### src/rtl/lcd_pkg.sv
// lcd_pkg: shared RGB565 field positions, output mode codes and colour constants
package lcd_pkg;
  localparam int R_LSB = 11;
  localparam int R_MSB = 15;
  localparam int G_LSB = 5;
  localparam int G_MSB = 10;
  localparam int B_LSB = 0;
  localparam int B_MSB = 4;
  localparam logic [1:0] MODE_RAM    = 2'd0;
  localparam logic [1:0] MODE_SOLID  = 2'd1;
  localparam logic [1:0] MODE_BARS   = 2'd2;
  localparam logic [1:0] MODE_BORDER = 2'd3;
  localparam logic [15:0] WHITE = 16'hFFFF;
  localparam logic [15:0] BARS [8] = '{16'hFFFF, 16'hFFE0, 16'h07FF, 16'h07E0,
                                       16'hF81F, 16'hF800, 16'h001F, 16'h0000};
endpackage

### src/rtl/lcd_timing_gen.sv
// lcd_timing_gen: h/v raster counters with stage-0 sync, active-area and pixel x/y decode
// ports: clk_i/rst_i clock and sync reset; hs/vs raw sync (1 = in pulse); act active area;
//        frame0 high at h=v=0; x/y pixel coordinates inside the active area
module lcd_timing_gen #(
  parameter int H_SYNC = 41,
  parameter int H_BP = 2,
  parameter int H_ACTIVE = 480,
  parameter int H_FP = 2,
  parameter int V_SYNC = 10,
  parameter int V_BP = 2,
  parameter int V_ACTIVE = 272,
  parameter int V_FP = 2,
  parameter int XW = $clog2(H_ACTIVE + 1),
  parameter int YW = $clog2(V_ACTIVE + 1)
) (
  input  logic          clk_i,
  input  logic          rst_i,
  output logic          hs,
  output logic          vs,
  output logic          act,
  output logic          frame0,
  output logic [XW-1:0] x,
  output logic [YW-1:0] y
);
  localparam int H_TOT = H_SYNC + H_BP + H_ACTIVE + H_FP;
  localparam int V_TOT = V_SYNC + V_BP + V_ACTIVE + V_FP;
  localparam int HW = $clog2(H_TOT);
  localparam int VW = $clog2(V_TOT);
  localparam logic [HW-1:0] H_LAST = HW'(H_TOT - 1);
  localparam logic [HW-1:0] H_S = HW'(H_SYNC);
  localparam logic [HW-1:0] H_A0 = HW'(H_SYNC + H_BP);
  localparam logic [HW-1:0] H_A1 = HW'(H_SYNC + H_BP + H_ACTIVE);
  localparam logic [VW-1:0] V_LAST = VW'(V_TOT - 1);
  localparam logic [VW-1:0] V_S = VW'(V_SYNC);
  localparam logic [VW-1:0] V_A0 = VW'(V_SYNC + V_BP);
  localparam logic [VW-1:0] V_A1 = VW'(V_SYNC + V_BP + V_ACTIVE);
  logic [HW-1:0] h_cnt;
  logic [VW-1:0] v_cnt;
  always_ff @(posedge clk_i) begin
    if (rst_i) begin
      h_cnt <= '0;
      v_cnt <= '0;
    end else begin
      h_cnt <= h_cnt == H_LAST ? '0 : h_cnt + HW'(1);
      if (h_cnt == H_LAST) v_cnt <= v_cnt == V_LAST ? '0 : v_cnt + VW'(1);
    end
  end
  assign hs = h_cnt < H_S;
  assign vs = v_cnt < V_S;
  assign act = h_cnt >= H_A0 && h_cnt < H_A1 && v_cnt >= V_A0 && v_cnt < V_A1;
  assign frame0 = h_cnt == '0 && v_cnt == '0;
  assign x = XW'(h_cnt - H_A0);
  assign y = YW'(v_cnt - V_A0);
endmodule

### src/rtl/lcd_frame_scanner.sv
// lcd_frame_scanner: RGB565 LCD scan engine fetching pixels from a fixed-latency frame RAM
// ports: clk_i/rst_i clock and sync reset; mode_i/solid_i output mode and solid colour;
//        ram_rd_* frame RAM read port; frame_start_o first-pixel pulse; LCD_* panel pins
module lcd_frame_scanner
  import lcd_pkg::*;
#(
  parameter int H_SYNC = 41,
  parameter int H_BP = 2,
  parameter int H_ACTIVE = 480,
  parameter int H_FP = 2,
  parameter int V_SYNC = 10,
  parameter int V_BP = 2,
  parameter int V_ACTIVE = 272,
  parameter int V_FP = 2,
  parameter int ADDR_W = 17,
  parameter int RAM_LAT = 1,
  parameter int SYNC_POL = 0,
  parameter int RB_SWAP = 1
) (
  input  logic              clk_i,
  input  logic              rst_i,
  input  logic [1:0]        mode_i,
  input  logic [15:0]       solid_i,
  output logic              ram_rd_en_o,
  output logic [ADDR_W-1:0] ram_rd_addr_o,
  input  logic [15:0]       ram_rd_data_i,
  output logic              frame_start_o,
  output logic              LCD_hsync_o,
  output logic              LCD_vsync_o,
  output logic              LCD_de_o,
  output logic [4:0]        LCD_R_o,
  output logic [5:0]        LCD_G_o,
  output logic [4:0]        LCD_B_o
);
  localparam int XW = $clog2(H_ACTIVE + 1);
  localparam int YW = $clog2(V_ACTIVE + 1);
  localparam int D = RAM_LAT + 1;
  localparam logic IDLE = SYNC_POL == 0;
  localparam logic [ADDR_W-1:0] A_LAST = ADDR_W'(H_ACTIVE * V_ACTIVE - 1);
  typedef struct packed {
    logic          hs;
    logic          vs;
    logic          act;
    logic          first;
    logic [1:0]    mode;
    logic [15:0]   solid;
    logic [XW-1:0] x;
    logic [YW-1:0] y;
  } stage_t;
  logic hs, vs, act, frame0;
  logic [XW-1:0] x;
  logic [YW-1:0] y;
  logic [1:0] mode_q;
  logic [15:0] solid_q, raw, norm, pix;
  logic [2:0] bar;
  logic on_border;
  stage_t s0, dl;
  stage_t [D-1:0] pipe;
  lcd_timing_gen #(
    .H_SYNC(H_SYNC), .H_BP(H_BP), .H_ACTIVE(H_ACTIVE), .H_FP(H_FP),
    .V_SYNC(V_SYNC), .V_BP(V_BP), .V_ACTIVE(V_ACTIVE), .V_FP(V_FP),
    .XW(XW), .YW(YW)
  ) u_timing (
    .clk_i(clk_i), .rst_i(rst_i), .hs(hs), .vs(vs), .act(act),
    .frame0(frame0), .x(x), .y(y)
  );
  // mode/solid are captured at the frame origin and then ride the pipeline with their pixels
  assign s0 = '{hs: hs, vs: vs, act: act, first: act && x == '0 && y == '0,
                mode: frame0 ? mode_i : mode_q, solid: frame0 ? solid_i : solid_q,
                x: x, y: y};
  assign dl = pipe[D-1];
  always_ff @(posedge clk_i) begin
    if (rst_i) begin
      pipe <= '0;
      mode_q <= '0;
      solid_q <= '0;
      ram_rd_en_o <= 1'b0;
      ram_rd_addr_o <= '0;
    end else begin
      pipe <= {pipe[D-2:0], s0};
      mode_q <= s0.mode;
      solid_q <= s0.solid;
      ram_rd_en_o <= act;
      ram_rd_addr_o <= frame0 ? '0 : !ram_rd_en_o ? ram_rd_addr_o :
                       ram_rd_addr_o == A_LAST ? '0 : ram_rd_addr_o + ADDR_W'(1);
    end
  end
  // RAM and solid data follow the panel's R/B wiring; bars and border are true colours
  always_comb begin
    raw = dl.mode == MODE_SOLID ? dl.solid : ram_rd_data_i;
    norm = RB_SWAP != 0 ? {raw[4:0], raw[10:5], raw[15:11]} : raw;
    bar = 3'((32'(dl.x) * 8) / H_ACTIVE);
    on_border = dl.x == '0 || dl.x == XW'(H_ACTIVE - 1) || dl.y == '0 || dl.y == YW'(V_ACTIVE - 1);
    pix = !dl.act ? '0 : dl.mode == MODE_BARS ? BARS[bar] :
          (dl.mode == MODE_BORDER && on_border) ? WHITE : norm;
  end
  always_ff @(posedge clk_i) begin
    if (rst_i) begin
      LCD_hsync_o <= IDLE;
      LCD_vsync_o <= IDLE;
      LCD_de_o <= 1'b0;
      frame_start_o <= 1'b0;
      LCD_R_o <= '0;
      LCD_G_o <= '0;
      LCD_B_o <= '0;
    end else begin
      LCD_hsync_o <= dl.hs ^ IDLE;
      LCD_vsync_o <= dl.vs ^ IDLE;
      LCD_de_o <= dl.act;
      frame_start_o <= dl.first;
      LCD_R_o <= pix[R_MSB:R_LSB];
      LCD_G_o <= pix[G_MSB:G_LSB];
      LCD_B_o <= pix[B_MSB:B_LSB];
    end
  end
endmodule

### config.mk
export PLATFORM = sky130hd
export DESIGN_NAME = lcd_frame_scanner
export DESIGN_NICKNAME = d
export VERILOG_FILES = /design/src/rtl/lcd_pkg.sv /design/src/rtl/lcd_timing_gen.sv /design/src/rtl/lcd_frame_scanner.sv
export SDC_FILE = /design/constraint.sdc
export NUM_CORES = 1
export LEC_CHECK = 0
export ABC_AREA = 1
export BUFFER_PORTS_ARGS = -buffer_cell sky130_fd_sc_hd__buf_2
export CORE_MARGIN = 3
export CORE_UTILIZATION = 50
export CTS_BUF_LIST = sky130_fd_sc_hd__clkbuf_16
export DETAILED_ROUTE_END_ITERATION = 8
export PLACE_DENSITY_LB_ADDON = 0.12
export SYNTH_ARGS = -nofsm -noshare
export SYNTH_HDL_FRONTEND = slang
export SYNTH_HIERARCHICAL = 1
export SYNTH_SLANG_ARGS = --single-unit
### constraint.sdc
create_clock -name clk_i -period 4.5 [get_ports clk_i]
set_clock_uncertainty 0.1 [all_clocks]
set_input_delay 0.9 -clock clk_i [delete_from_list [all_inputs] [get_ports clk_i]]
set_output_delay 0.9 -clock clk_i [all_outputs]
set_load 0.02 [all_outputs]
==> flow_summary.ini <==
[final_layout]
seqCellArea_mm2 = 0.00272
multi_input_area_mm2 = 0.00255
drive_above_1_share = 0.145
post-route-util = 0.614
diodes = 0
syn2layout_area_growth_pct = 16.6
layout.cells.non_filler = 1025
layout.nets = 917
fillers = 1032

[global_routing]
gr-total-overflow = 0
grt_pass1_vias = 4506
gr-usage-all-layers = 0.193
grt_pass1_wl_mm = 20.4
grt_max_degree = 70
antenna_found_initial = 0

[yosys]
synth_sequential_area_ratio = 0.463
syn_area_per_cell_um2 = 7.30
muxShareOfSynthArea = 0
syn_nets = 850
synth_common_cells = 146 x nand2_1, 142 x nor2_1, 136 x dfxtp_1, 125 x inv_1, 51 x a21oi_1
synth-simple-area-share = 0.295
synth_xor_area_frac = 0.0283
yosys.area.top_type = dfxtp_1
synth.cell_area_mm2 = 0.00588
synth_compound_area_frac = 0.0907
yosys.area_share.adder = 0.0192
ys_types = 36
ys_seq_elements = 136
synth_top_family_by_area = simple AND/OR/NAND/NOR gates
synth_edf_count = 0
synth_top_area_share = 0.463
synth_flop_cell = dfxtp_1
syn-instance-count = 805
yosys_warnings = 6
synth_most_common_cell = nand2_1
synth_area_leaders = dfxtp_1 46%, nand2_1 9.3%, nor2_1 9.1%, inv_1 8.0%, a21oi_1 4.3%
async_flop_share = 0

[critical_path]
cp-startpoint = u_timing/h_cnt[0]$_SDFF_PP0_
slowest_stage = clkinv_1
reg2reg_slack_ns = 1.76
crit_required_ns = 4.67
reg2reg_to = pipe[26]$_SDFFE_PP0P_
cp_max_fo = 36
crit_chain = inv_1 -> ha_1 -> inv_1 -> nor2_1 -> nand3_1 -> nor3b_1 -> clkinv_1 -> o21ai_0 -> a21oi_1
cp_num_buf_inv = 3
critical_path.most_common_cell = inv_1
start_kind = flip-flop
critical_path_arrival_ns = 2.91
end_kind = flip-flop
setup.worst_path.class = reg2reg
r2r_cells = 9
reg2reg_from = u_timing/h_cnt[0]$_SDFF_PP0_
cpPeakStageDelay_ns = 0.71
cp_top_family = buffers and inverters

[clock_network]
cts_resized = 0
clock_latency_ns = 0.41
cts_max_path_buffers = 2
post_cts_buffers = 0
root_buffer = clkbuf_16
holdBufCountCts = 0
cts_buffers = 17
cts.clk_slew.worst_paths_ns = 0.06
htreeDepth = 4
cts_tree = built
clock-sinks = 136

[floorplanning]
fp.dieW_um = 114
start_util = 0.526
die_h_um = 114
dieArea_mm2 = 0.0131
ios = 74
rows = 38
core_mm2 = 0.0112

[placed_design]
dp.final_hpwl_mm = 8.84
gp_congestion = 0.899
place_inst = 993
port-buffer-count = 73

[route]
vias_per_cell = 4.92
drt_first_pass_iters = 5
wl_mm = 12.0
dr_total_vias = 5047
drcViolationCount = 0
first_iter_violations = 463
ant_nets = 0
routedWlPerCell_um = 11.8

[hold_path]
hp-start = dl[38]$_SDFF_PP0_
hold_class = reg2reg
hold_end = LCD_vsync_o$_SDFF_PP1_
whs_path_depth = 1

[sta]
fmax_mhz = 365
post-route-period-util = 0.610
holdWs_ns = 0.270
worstMarginPinSlew_ns = 0.772
finalSetupTns_ns = 0
rsz0062_at_grt = no
max-slew-margin-rel = 0.482
fin_crit_ns = 2.74
slew_viol_final = 0
setup_viol = 0
timing.final.hold_violations = 0

[job]
maxCapViolations = 0

[power]
leakagePower_nw = 3.25
peakVddDrop_v = 0.000227
powerDensity_mw_per_mm2 = 397

[status]
status = complete, no violations
worst max-delay path by stage:
| stage | slack (ns) | endpoint | depth (start not counted) |
|---|---|---|---|
| after floorplan | 2.44 | ram_rd_addr_o[11]$_SDFFE_PP0P_ | 6 |
| after global placement | 1.83 | ram_rd_addr_o[11]$_SDFFE_PP0P_ | 7 |
| after detailed placement | 1.74 | ram_rd_addr_o[11]$_SDFFE_PP0P_ | 7 |
| after CTS | 1.77 | pipe[28]$_SDFFE_PP0P_ | 9 |
| after global routing | 1.37 | pipe[26]$_SDFFE_PP0P_ | 9 |
| final | 1.76 | pipe[26]$_SDFFE_PP0P_ | 9 |
registers in the layout (all words and copies together), names as in the netlist:
signal / count
LCD_R_o: 5
ram_rd_addr_o: 17
LCD_B_o: 5
pipe: 40
LCD_vsync_o: 1
LCD_G_o: 6
u_timing/h_cnt: 10
LCD_hsync_o: 1
frame_start_o: 1
dl: 40
u_timing/v_cnt: 9
LCD_de_o: 1
power by group:
group,total (mW),leakage (nW),switching [mW],internal [mW]
clock,1.27,0.269,0.513,0.759
sequential,1.28,1.11,0.0200,1.26
combinational,0.177,1.87,0.116,0.0610
through the flow:
step | cell area [um^2] | total power, mW | setup WS [ns]
6_report | 6860 | 2.72 | 1.76
5_1_grt | 6860 | 2.84 | 1.37
4_1_cts | 6860 | 2.75 | 1.77
3_5_place_dp | 6300 | 1.48 | 1.74
3_3_place_gp | 6300 | 1.47 | 1.83
2_1_floorplan | 5880 | 1.43 | 2.44
cell families (layout without fill, tap and decap cells):
logic type	count (synthesis)	count (layout)
flip-flops	136	136
AO/OA/AOI/OAI	98	98
XOR/XNOR	19	19
adder cells (fa/ha/maj)	9	9
buffers and inverters	155	235
AND/OR/NAND/NOR	388	388
cells in the final DEF, fill, tap and decap left out, types with 2 or more instances in the layout:
cell type and count:
nand3_2 3, o21ai_0 31, nor2_2 3, nand2_4 4, nand2_2 6, nor2_1 142, ha_1 9, nor3_1 12
nor2_4 4, o211ai_1 9, dfxtp_1 136, nand4_1 20, a211oi_1 2, clkinv_4 4, nand2_1 146, nor3_2 2
clkbuf_16 17, clkinv_1 6, buf_2 73, nand3_1 37, clkinvlp_4 2, inv_6 2, xor2_1 16, xnor2_1 3
a21oi_1 51, inv_1 126, nor4_1 6
metal layers:
metal	part of all wire	vias up	GRT usage
li1	-	2665	-
met1	0.46	2232	0.246
met2	0.47	126	0.312
met3	0.052	24	0.0402
met4	0.022	0	0.0887
met5	0	-	0
worst register-to-register path, stage by stage (launching register included):
cell and delay (ns):
dfxtp_1 0.35, inv_1 0.11, ha_1 0.18, inv_1 0.12, nor2_1 0.12, nand3_1 0.08
nor3b_1 0.34, clkinv_1 0.71, o21ai_0 0.42, a21oi_1 0.07
layout make-up:
| cell class | instances | area share |
|---|---|---|
| clock buffer | 17 | 0.0621 |
| multi-input combinational | 514 | 0.371 |
| inverter | 129 | 0.0706 |
| timing repair buffer | 74 | 0.0544 |
| tap | 140 | 0.0256 |
| clock inverter | 15 | 0.0188 |
| sequential | 136 | 0.397 |
(Power assumes the default switching activity.)
